==> config.mk <==
export PLATFORM = sky130hd
export DESIGN_NAME = fetch_unit
export DESIGN_NICKNAME = d
export VERILOG_FILES = /design/src/rtl/fetch_unit.sv
export SDC_FILE = /design/constraint.sdc
export NUM_CORES = 1
export LEC_CHECK = 0
export CORE_MARGIN = 8
export CORE_UTILIZATION = 40
export CTS_CLUSTER_SIZE = 8
export DETAILED_ROUTE_END_ITERATION = 6
export PLACE_DENSITY_LB_ADDON = 0.2
export SYNTH_ARGS = -nofsm -noshare
export SYNTH_HDL_FRONTEND = slang
export SYNTH_SLANG_ARGS = --single-unit
==> constraint.sdc <==
create_clock -name clk -period 4.8 [get_ports clk]
set_clock_uncertainty 0.05 [all_clocks]
set_input_delay 0.48 -clock clk [delete_from_list [all_inputs] [get_ports clk]]
set_output_delay 0.48 -clock clk [all_outputs]
set_load 0.01 [all_outputs]
==> src/rtl/fetch_unit.sv <==
// fetch_unit: instruction-fetch stage in front of decode/control.
//   Owns the PC, issues one-at-a-time requests to instruction memory, holds the
//   returned word on Instr with a valid/ready handshake and computes the next
//   PC from the redirect controls decode returns for the consumed instruction.
// Ports:
//   clk, rst                 clock, asynchronous active-high reset
//   imem_req, imem_addr      single-cycle fetch request strobe and address
//   imem_rvalid, imem_rdata  memory response (1+ cycles after the request)
//   Instr, pc_o, pc_plus4    held instruction, its address, address+4
//   instr_valid, instr_ready handshake towards decode
//   PCsrc, reg_jump, ImmOp, jalr_target  redirect controls for consumed instr
//   fetch_fault              sticky misaligned-next-PC flag, fetching halted
//   fetch_count              number of instructions consumed by decode
module fetch_unit #(
   parameter logic [31:0] RESET_PC  = 32'h0000_0000,
   parameter logic [31:0] NOP_INSTR = 32'h0000_0013
) (
   input  logic        clk,
   input  logic        rst,
   output logic        imem_req,
   output logic [31:0] imem_addr,
   input  logic        imem_rvalid,
   input  logic [31:0] imem_rdata,
   output logic [31:0] Instr,
   output logic [31:0] pc_o,
   output logic [31:0] pc_plus4,
   output logic        instr_valid,
   input  logic        instr_ready,
   input  logic        PCsrc,
   input  logic        reg_jump,
   input  logic [31:0] ImmOp,
   input  logic [31:0] jalr_target,
   output logic        fetch_fault,
   output logic [31:0] fetch_count
);

   typedef enum logic [2:0] {StIdle, StReq, StWait, StFull, StFault} state_t;

   state_t      state_q, state_d;
   logic [31:0] fetch_pc_q, fetch_pc_d;
   logic [31:0] pc_q, pc_d;
   logic [31:0] instr_q, instr_d;
   logic        valid_q, valid_d;
   logic        fault_q, fault_d;
   logic [31:0] count_q, count_d;
   logic [31:0] next_pc;
   logic        consume;

   // valid_q is only ever set while in StFull.
   assign consume = valid_q & instr_ready;

   always_comb begin
      if (!PCsrc) begin
         next_pc = pc_q + 32'd4;
      end else if (reg_jump) begin
         next_pc = {jalr_target[31:1], 1'b0};
      end else begin
         next_pc = pc_q + ImmOp;
      end
   end

   always_comb begin
      state_d    = state_q;
      fetch_pc_d = fetch_pc_q;
      pc_d       = pc_q;
      instr_d    = instr_q;
      valid_d    = valid_q;
      fault_d    = fault_q;
      count_d    = count_q;
      unique case (state_q)
         StIdle: state_d = StReq;
         StReq:  state_d = StWait;
         StWait: begin
            if (imem_rvalid) begin
               instr_d = imem_rdata;
               pc_d    = fetch_pc_q;
               valid_d = 1'b1;
               state_d = StFull;
            end
         end
         StFull: begin
            if (consume) begin
               count_d    = count_q + 32'd1;
               fetch_pc_d = next_pc;
               valid_d    = 1'b0;
               instr_d    = NOP_INSTR;
               if (next_pc[1:0] == 2'b00) begin
                  state_d = StReq;
               end else begin
                  fault_d = 1'b1;
                  state_d = StFault;
               end
            end
         end
         StFault: state_d = StFault;
         default: state_d = StIdle;
      endcase
   end

   always_ff @(posedge clk or posedge rst) begin
      if (rst) begin
         state_q    <= StIdle;
         fetch_pc_q <= RESET_PC;
         pc_q       <= RESET_PC;
         instr_q    <= NOP_INSTR;
         valid_q    <= 1'b0;
         fault_q    <= 1'b0;
         count_q    <= 32'd0;
      end else begin
         state_q    <= state_d;
         fetch_pc_q <= fetch_pc_d;
         pc_q       <= pc_d;
         instr_q    <= instr_d;
         valid_q    <= valid_d;
         fault_q    <= fault_d;
         count_q    <= count_d;
      end
   end

   assign imem_req    = (state_q == StReq);
   assign imem_addr   = fetch_pc_q;
   assign Instr       = instr_q;
   assign pc_o        = pc_q;
   assign pc_plus4    = pc_q + 32'd4;
   assign instr_valid = valid_q;
   assign fetch_fault = fault_q;
   assign fetch_count = count_q;

endmodule

# After elaboration in Yosys (flattened, before gate mapping)
# Cells that the tools add are included.
dict set report word_totals {
  regBits 133
  inputBits 102
  out_inout_bits 163
  word_cells 38
}
dict set report classes {
  n_addsub 3
  n_eq_ne 6
  muxes 12
  bitwise_logic 2
  reduce_logical 8
}
# cell count
set ops {}
lappend ops {{32-bit 2-to-1 mux} 4}
lappend ops {{32-bit one-hot mux with 2 select lines} 1}
lappend ops {{32-bit by 1-bit adder with 32-bit output (second input constant)} 1}
lappend ops {{32-bit by 3-bit adder with 32-bit output (second input constant)} 1}
lappend ops {{32-bit adder} 1}
lappend ops {{3-bit one-hot mux with 5 select lines} 1}
lappend ops {{3-bit 2-to-1 mux} 3}
lappend ops {{3-bit by 2-bit equality test with 1-bit output (second input constant)} 2}
lappend ops {{2-bit AND reduction} 3}
lappend ops {{3-bit AND reduction} 2}
lappend ops {{2-bit != test (second input constant)} 2}
lappend ops {{3-bit by 1-bit equality test with 1-bit output (second input constant)} 1}
lappend ops {{3-bit equality test (second input constant)} 1}
lappend ops {{3-bit zero test} 1}
lappend ops {{2-bit zero test} 1}
lappend ops {{1-bit 2-to-1 mux} 2}
lappend ops {{1-bit one-hot mux with 2 select lines} 1}
lappend ops {{2-bit nonzero test} 1}
lappend ops {{1-bit bitwise AND} 1}
lappend ops {{1-bit inverter} 1}

# Depth between registers and ports, before layout
# Gate-level depths: netlist of run 1.
dict set report logic_depth {
  depth_word 7
  depth_mapped 9
  depth_no_buf 9
}

# Worst setup path after synthesis of run 1
# No wires, ideal clock.
dict set report synth_timing {
  kind {input to register}
  start {input ImmOp[0]}
  end {register fetch_pc_q[26] (netlist: imem_addr[26])}
  setup_ns 0.123
  t_arrival_ns 2.527
  required_time_ns 4.627
  path_slack_ns 2.100
  path_stages 9
  n_path_buf 0
  cell_sequence {ha_1 fa_1 a21o_1 a221oi_4 o211ai_4 a221o_1 a21oi_4 mux2i_1 nor3_2}
}
dict set report synth_via {
  elab_chain_cells 3
}
# item line_no
set synth_lines {}
lappend synth_lines {{start: declaration} 31} ;# input logic [31:0] ImmOp,
lappend synth_lines {{32-bit adder} 58} ;# next_pc = pc_q + ImmOp;
lappend synth_lines {{32-bit 2-to-1 mux} 55} ;# end else if (reg_jump) begin
lappend synth_lines {{32-bit 2-to-1 mux} 53} ;# if (!PCsrc) begin
lappend synth_lines {{end signal: assignment} 111} ;# fetch_pc_q <= fetch_pc_d;
lappend synth_lines {{end: declaration} 40} ;# logic [31:0] fetch_pc_q, fetch_pc_d;
# Every way passes these cells.
# A chain may end at the register's enable or synchronous reset.

# Worst setup path after layout of run 1
dict set report layout_timing {
  start {register pc_q[2] (netlist: pc_o[2])}
  end {output pc_plus4[26]}
}
dict set report layout_via {
  elab_chain_cells 1
}
# item line_no
set layout_lines {}
lappend layout_lines {{start: declaration} 41} ;# logic [31:0] pc_q, pc_d;
lappend layout_lines {{start signal: assignment} 112} ;# pc_q <= pc_d;
lappend layout_lines {{32-bit by 3-bit adder with 32-bit output} 124} ;# assign pc_plus4 = pc_q + 32'd4;
lappend layout_lines {{end: declaration} 26} ;# output logic [31:0] pc_plus4,
# Every way passes these cells.

==> results.md, run 1 <==
* Initial Utilization at 40.5%
* Post_cts resized at 0
* Worst-path clk slew at 0.06 ns
* Pre-antenna DRT Iters at 5
* TritonCTS sink count at 133
* VDD IR max at 0.226 mV
* Crit path launch type: flip-flop
* DRC at 0
* Final Critical Period at about 3.5 ns
* Area growth, synth to finish at 43.4%
* Warnings, synthesis at 0
* Crit-path max cell delay at 0.49 ns
* Endpoint, Worst Hold: fetch_count[31]
* Fmax at 283 MHz
* Sequential power share at 40.5%
* Power, Total at 2.77 mW
* Via-to-Cell Ratio at 5.52
* Die area at between 20000 and 30000 µm²
* Layout cell share with drive strength beyond 1 at 8.79%
* CP Max Fanout at 6
* Initial antenna violation count at 0
* Worst endpoint required time at 4.27 ns
* RSZ-0062 raised after global routing: no
* 1st-iter DRT viols at 572
* Actual slew at the worst max-slew pin at 0.999 ns
* Vias in the first global route at 7859
* Max-cap violations at 0
* Hold path startpoint: fetch_count[31]
* Final setup violation count at 0
* Most frequent cells after synthesis: nand2_1, dfrtp_1, o21ai_0, xnor2_1, nor2_1
* Longest Clk Path Bufs at 2
* Reg-to-reg setup timing slack at 1.78 ns
* Core Area at 20000 µm²
* Synth unique cells at 70
* Post-CTS setup buffers at 0
* Routed length per instance at 19.8 µm
* Critical R2R Capture: imem_addr[30]
* Ports at 265
* Max-Slew Margin vs Limit at 33.4%
* PD cells at around 240 nW/µm²
* Max-slew violations at 0
* Final Hold Fails at 0
* Switching share of power at 24.7%
* Pin count of the biggest net entering global routing at 107
* Crit share post-route at ~74%
* Met2 usage at around 36%
* Clk_lat worst skew at 0.43 ns
* CP delay by family, top: simple AND/OR/NAND/NOR gates
* Cell count after synthesis at 886
* Mapped Area at 8110 µm²
* Leading area contributor after synthesis: dfrtp_1
* Hold Crit Class: flip-flop to flip-flop
* Most common cell in the netlist: nand2_1
* H-tree Lvls at 4
* Number of antenna diodes at 0
* WHS Path Cells at 1
* Final GP Congestion at approximately 0.9
* Crit-path slowest cell: dfrtp_1
* CTS Buf Count at 17
* Critical path type: flip-flop to output pin
* Crit-path cells: ha_1, nand4_1, nor3_1, xnor2_1, inv_1, clkdlybuf4s50_1
* Worst endpoint data arrival time at roughly 3.0 ns
* Launch point of the worst reg-to-reg path: pc_o[0]
* Grt peak-use layer: met2
* Seq cells post-synth at around 130
* TNS Setup at 0 ns
* Synth top area cells: dfrtp_1, nand2_1, xnor2_1, ha_1, o21ai_0
* Nets at 1272
* Seq/Total Area, Yosys at 41.1%
* Comb pwr share at 8.2%
* Reg2Reg Depth at 9
* First-pass GRT wire length at 43400 µm
* Main synth FF type: dfrtp_1
* Post-synthesis async set-or-reset flop share at 100%
* Final wirelength at 28100 µm
* Gr usage total at 22.2%
* DRT antenna net count at 0
* Vert. Die Dim at 158 µm
* Outcome: complete, no violations
* GR met3 Demand/Resource at 5.70%
* Die width at 158 µm
* GR Util met1 at 28.9%
* Final hold slack at 0.423 ns
* Root Buffer: clkbuf_16
* Post-synth top area share at 40.1%
* Worst setup EP type: output pin
* Dpl cells at 1387
* Site row count at 52
* P_int at 2.08 mW
* Leak at 4.97 nW
* Post-synth EDFFs at 0
* CTS tree: built
* Final Non-Filler Cells at between 1000 and 1500
* Grt ovf at 0
* Post-DP HPWL at 21000 µm
* Clock share of power at 51.3%
* Hold Buf Count CTS at 0
* Syn_area_per_cell at 9.16 µm²
* Sw Pwr at 0.682 mW
* Mapped Nets at just over 1000
* WP buf/inv at 2
* IO Port Bufs at about 260
* Overall via count from detail_route at roughly 7800
[sequential cells by signal (all words and copies together) (netlist names)]
register     flops
pc_o            32
state_q          3
instr_valid      1
imem_addr       32
fetch_count     32
fetch_fault      1
Instr           32
[how the worst max path moves through the flow]
stage | from | to | slack, ns | cells past startpoint
CTS | pc_o[2] | pc_plus4[26] | 1.29 | 6
global placement | ImmOp[0] | imem_addr[30] | 1.40 | 10
finish | pc_o[2] | pc_plus4[26] | 1.27 | 6
detailed placement | ImmOp[0] | imem_addr[30] | 1.37 | 10
global route | pc_o[5] | pc_plus4[26] | 1.12 | 6
floorplan | rst | Instr[10] | 0.72 | 1
[cells in the final DEF (no fill, tap or decap), types with 21 or more instances in the layout]
master           Yosys  routed
a21oi_1             29      29
nor2_1              48      47
ha_1                33      33
o21ai_0             77      77
nand3_1             28      28
xnor2_1             54      54
nand2_1            157     157
xor2_1              21      21
mux2_2              30      30
dfrtp_1            130     130
clkdlybuf4s50_1      0     263
[metrics by stage]
stage	cell area (µm²)	utilization, %	setup WS (ns)
6_report	11600	58.1	1.27
5_1_grt	11600	58.1	1.12
4_1_cts	11600	58.1	1.29
3_5_place_dp	11000	54.9	1.37
3_3_place_gp	11000	54.9	1.40
2_1_floorplan	8110	-	0.721
[layout make-up]
| type | count | area (µm²) |
|---|---|---|
| clock buffers | 18 | 439 |
| clock inverters | 14 | 191 |
| fillers | 1822 | 8400 |
| inverters | 15 | 61.3 |
| multi-input cells | 695 | 4560 |
| flip-flops and latches | 133 | 3330 |
| well taps | 270 | 338 |
| repair buffers | 274 | 2720 |
[layer usage]
metal / routed length, µm / vias up / share of wire, %
met4: 461 / 0 / 1.6
met1: 12300 / 3776 / 44
met5: 0 / - / 0
met2: 13000 / 321 / 46
li1: - / 3704 / -
met3: 2310 / 31 / 8.2
[logic make-up (layout without fill, tap and decap cells)]
logic type,count (synthesis),count (layout),share of synthesized area (%)
AO/OA/AOI/OAI,216,216,17.8
buffers and inverters,58,321,2.93
flip-flops,133,133,41.1
adder cells (fa/ha/maj),34,34,5.34
multiplexers,36,36,4.90
AND/OR/NAND/NOR,333,333,19.5
XOR/XNOR,76,76,8.44
[power groups by stage]
stage / logic, mW / registers [mW] / clock network [mW]
3_5_place_dp: 0.224 / 1.14 / 0
3_3_place_gp: 0.224 / 1.14 / 0
4_1_cts: 0.226 / 1.12 / 1.44
6_report: 0.227 / 1.12 / 1.42
2_1_floorplan: 0.102 / 1.14 / 0
5_1_grt: 0.246 / 1.12 / 1.49
[worst register-to-register path, delay by kind of cell (launching register included)]
kind | cells | cell delay, ns
XOR/XNOR | 1 | 0.20
flip-flops | 1 | 0.43
adder cells (fa/ha/maj) | 2 | 0.66
AO/OA/AOI/OAI | 6 | 1.56
(Power assumes the default switching activity.)
==> run 2: changes to the inputs <==
==> constraint.sdc (replaced) <==
create_clock -name clk -period 2.8 [get_ports clk]
set_clock_uncertainty 0.05 [all_clocks]
set_input_delay 0.28 -clock clk [delete_from_list [all_inputs] [get_ports clk]]
set_output_delay 0.28 -clock clk [all_outputs]
set_load 0.01 [all_outputs]
==> results.md, run 2 (synthesized netlist as in run 1, its figures left out) <==
* Pre-antenna DRT Iters at 5 (unchanged)
* Pin count of the biggest net entering global routing at 128 (+20%)
* Clk_lat worst skew at 0.43 ns (about the same)
* Final Critical Period at 2.71 ns
* CTS Buf Count at 17 (unchanged)
* Die area at 25100 µm² (unchanged)
* P_int at 3.59 mW (+72%)
* VDD IR max at 0.322 mV (+42%)
* Crit path launch type: flip-flop
* Max-slew violations at 0 (unchanged)
* Longest Clk Path Bufs at 2 (unchanged)
* Register area at 3350 µm² (+0.60%)
* Initial Utilization at 40.5% (unchanged)
* Worst setup EP type: output pin
* Nets at 1347 (+5.9%)
* Area of the multi-input gates at 4630 µm² (+1.5%)
* Overall via count from detail_route at 8169 (+4.3%)
* Fin util at 61.6% (+3.6 points)
* Outcome: complete, no violations
* Hold Crit Class: primary input to asynchronous set/reset pin
* Final wirelength at 29200 µm (+4.1%)
* Commonest cells after routing, fill and taps aside: clkdlybuf4s50_1, nand2_1, dfrtp_1
* Worst endpoint required time at 2.47 ns (-1.80 ns)
* Critical path type: flip-flop to output pin
* PD cells at 385 nW/µm² (+62%)
* Root Buffer: clkbuf_16
* Gr usage total at 23.3% (+1.0 points)
* Switching share of power at 24.4% (-0.27 points)
* Clock share of power at 50.7% (-0.6 points)
* Site row count at 52 (unchanged)
* Post-DP HPWL at 22100 µm (+4.9%)
* Final Hold Fails at 0 (unchanged)
* CP Max Fanout at 6 (unchanged)
* Max-cap violations at 0 (unchanged)
* Comb pwr share at 8.9% (+0.7 points)
* Vert. Die Dim at 158 µm (unchanged)
* DRT antenna net count at 0 (unchanged)
* Ports at 265 (unchanged)
* H-tree Lvls at 4 (unchanged)
* Sequential power share at 40.5% (about the same)
* DRC at 0 (unchanged)
* Initial antenna violation count at 2 (+2)
* Most common cell after layout, fill and taps aside: clkdlybuf4s50_1
* TNS Setup at 0 ns (unchanged)
* 1st-iter DRT viols at 557 (-2.6%)
* Grt ovf at 0 (unchanged)
* First-pass GRT wire length at 45300 µm (+4.5%)
* Core Area at 20000 µm² (unchanged)
* Final GP Congestion at 0.921 (+2.1%)
* CTS tree: built
* Final Non-Filler Cells at 1497 (+5.5%)
* Sw Pwr at 1.16 mW (+70%)
* TritonCTS sink count at 133 (unchanged)
* Worst endpoint data arrival time at 2.38 ns (-0.62 ns)
* Fillers at 1751 (-3.9%)
* Layout cell share with drive strength beyond 1 at 17.1% (+8.3 points)
* Worst-path clk slew at 0.07 ns (about the same)
* Die width at 158 µm (unchanged)
* Area growth, synth to finish at 52.3%
* Fmax at 369 MHz
* Dpl cells at 1449 (+4.5%)
* Actual slew at the worst max-slew pin at 0.728 ns (-0.271 ns)
* IO Port Bufs at 263 (unchanged)
* Max-Slew Margin vs Limit at 51.5% (+18 points)
* Via-to-Cell Ratio at 5.46 (-1.1%)
* Crit share post-route at a little under 100%
* Final setup violation count at 0 (unchanged)
* Vias in the first global route at 8207 (+4.4%)
* Routed length per instance at 19.5 µm (-1.3%)
* Leak at 5.53 nW (+11%)
[run 2: changes by cell type in the layout (fill, tap and decap cells not counted), sizes merged]
cell and delta:
buf +75, dlygate4sd2 +7, clkinvlp +2, dlymetal6s2s +10
diode +3, clkdlybuf4s50 -17, clkinv -2
[run 2: repair_timing]
action	in CTS	in global routing
buffers inserted	6	7
gates resized for setup	31	22
pin swaps	5	6
setup endpoints to repair	22	19
hold buffers	0	0
[run 2: final cells by class]
class	instances	share of cell area, %
multi-input combinational	695	37.5
sequential	133	27.1
timing repair buffer	349	27.1
clock buffer	18	3.56
tap	270	2.73
clock inverter	14	1.50
inverter	15	0.486
antenna	3	0.0608
[run 2: layer usage]
metal  share of wire [%]  vias up  global-route usage, %
li1                    -     3859                      -
met3                 9.2       37                   5.78
met4                 2.0        0                   7.99
met2                  46      369                   37.1
met5                   0        -                      0
met1                  42     3904                   30.3
[run 2: final timing paths]
| check | startpoint | to | cells after the start | slack [ns] |
|---|---|---|---|---|
| max | pc_o[16] | pc_plus4[26] | 8 | 0.09 |
| min | rst | fetch_count[28] | 2 | 0.07 |
| max reg2reg | pc_o[0] | imem_addr[10] | 10 | 0.11 |
| min reg2reg | fetch_fault | fetch_fault | 1 | 0.42 |
| max in group asynchronous | rst | pc_o[10] | 3 | 1.62 |
| min in group clk | imem_rdata[1] | Instr[1] | 3 | 0.34 |
[run 2: critical path, stage by stage, from the launching register on]
cell             delay [ns]
dfrtp_2                0.42
and4_2                 0.30
nand4_1                0.10
buf_4                  0.17
buf_4                  0.13
nor3_2                 0.12
xnor2_1                0.16
inv_1                  0.06
clkdlybuf4s50_1        0.48
[run 2: power by group through the flow]
stage	combinational, mW	sequential [mW]	clock [mW]
after floorplan	0.176	1.96	0
after global placement	0.414	1.96	0
after detailed placement	0.415	1.96	0
after CTS	0.420	1.92	2.45
after global routing	0.457	1.92	2.55
final	0.421	1.92	2.41
[run 2: through the flow]
step / cell area, µm² / power [mW] / hold slack [ns] / setup WS, ns
2_1_floorplan: 8120 / 2.13 / 0.336 / 0.108
3_3_place_gp: 11500 / 2.37 / 0.406 / -0.283
3_5_place_dp: 11500 / 2.37 / 0.409 / -0.303
4_1_cts: 12200 / 4.79 / 0.0578 / -0.0260
5_1_grt: 12400 / 4.93 / 0.0734 / -0.0222
6_report: 12400 / 4.75 / 0.0654 / 0.0877
==> run 3: changes to the inputs <==
--- a/config.mk
+++ b/config.mk
@@ -10,6 +10,7 @@
 export CTS_CLUSTER_SIZE = 8
 export DETAILED_ROUTE_END_ITERATION = 6
 export PLACE_DENSITY_LB_ADDON = 0.2
+export SLEW_MARGIN = 20
 export SYNTH_ARGS = -nofsm -noshare
 export SYNTH_HDL_FRONTEND = slang
 export SYNTH_SLANG_ARGS = --single-unit
==> results of run 3 <==
Same layout as run 2: the final DEF is identical, and so are final timing and power.
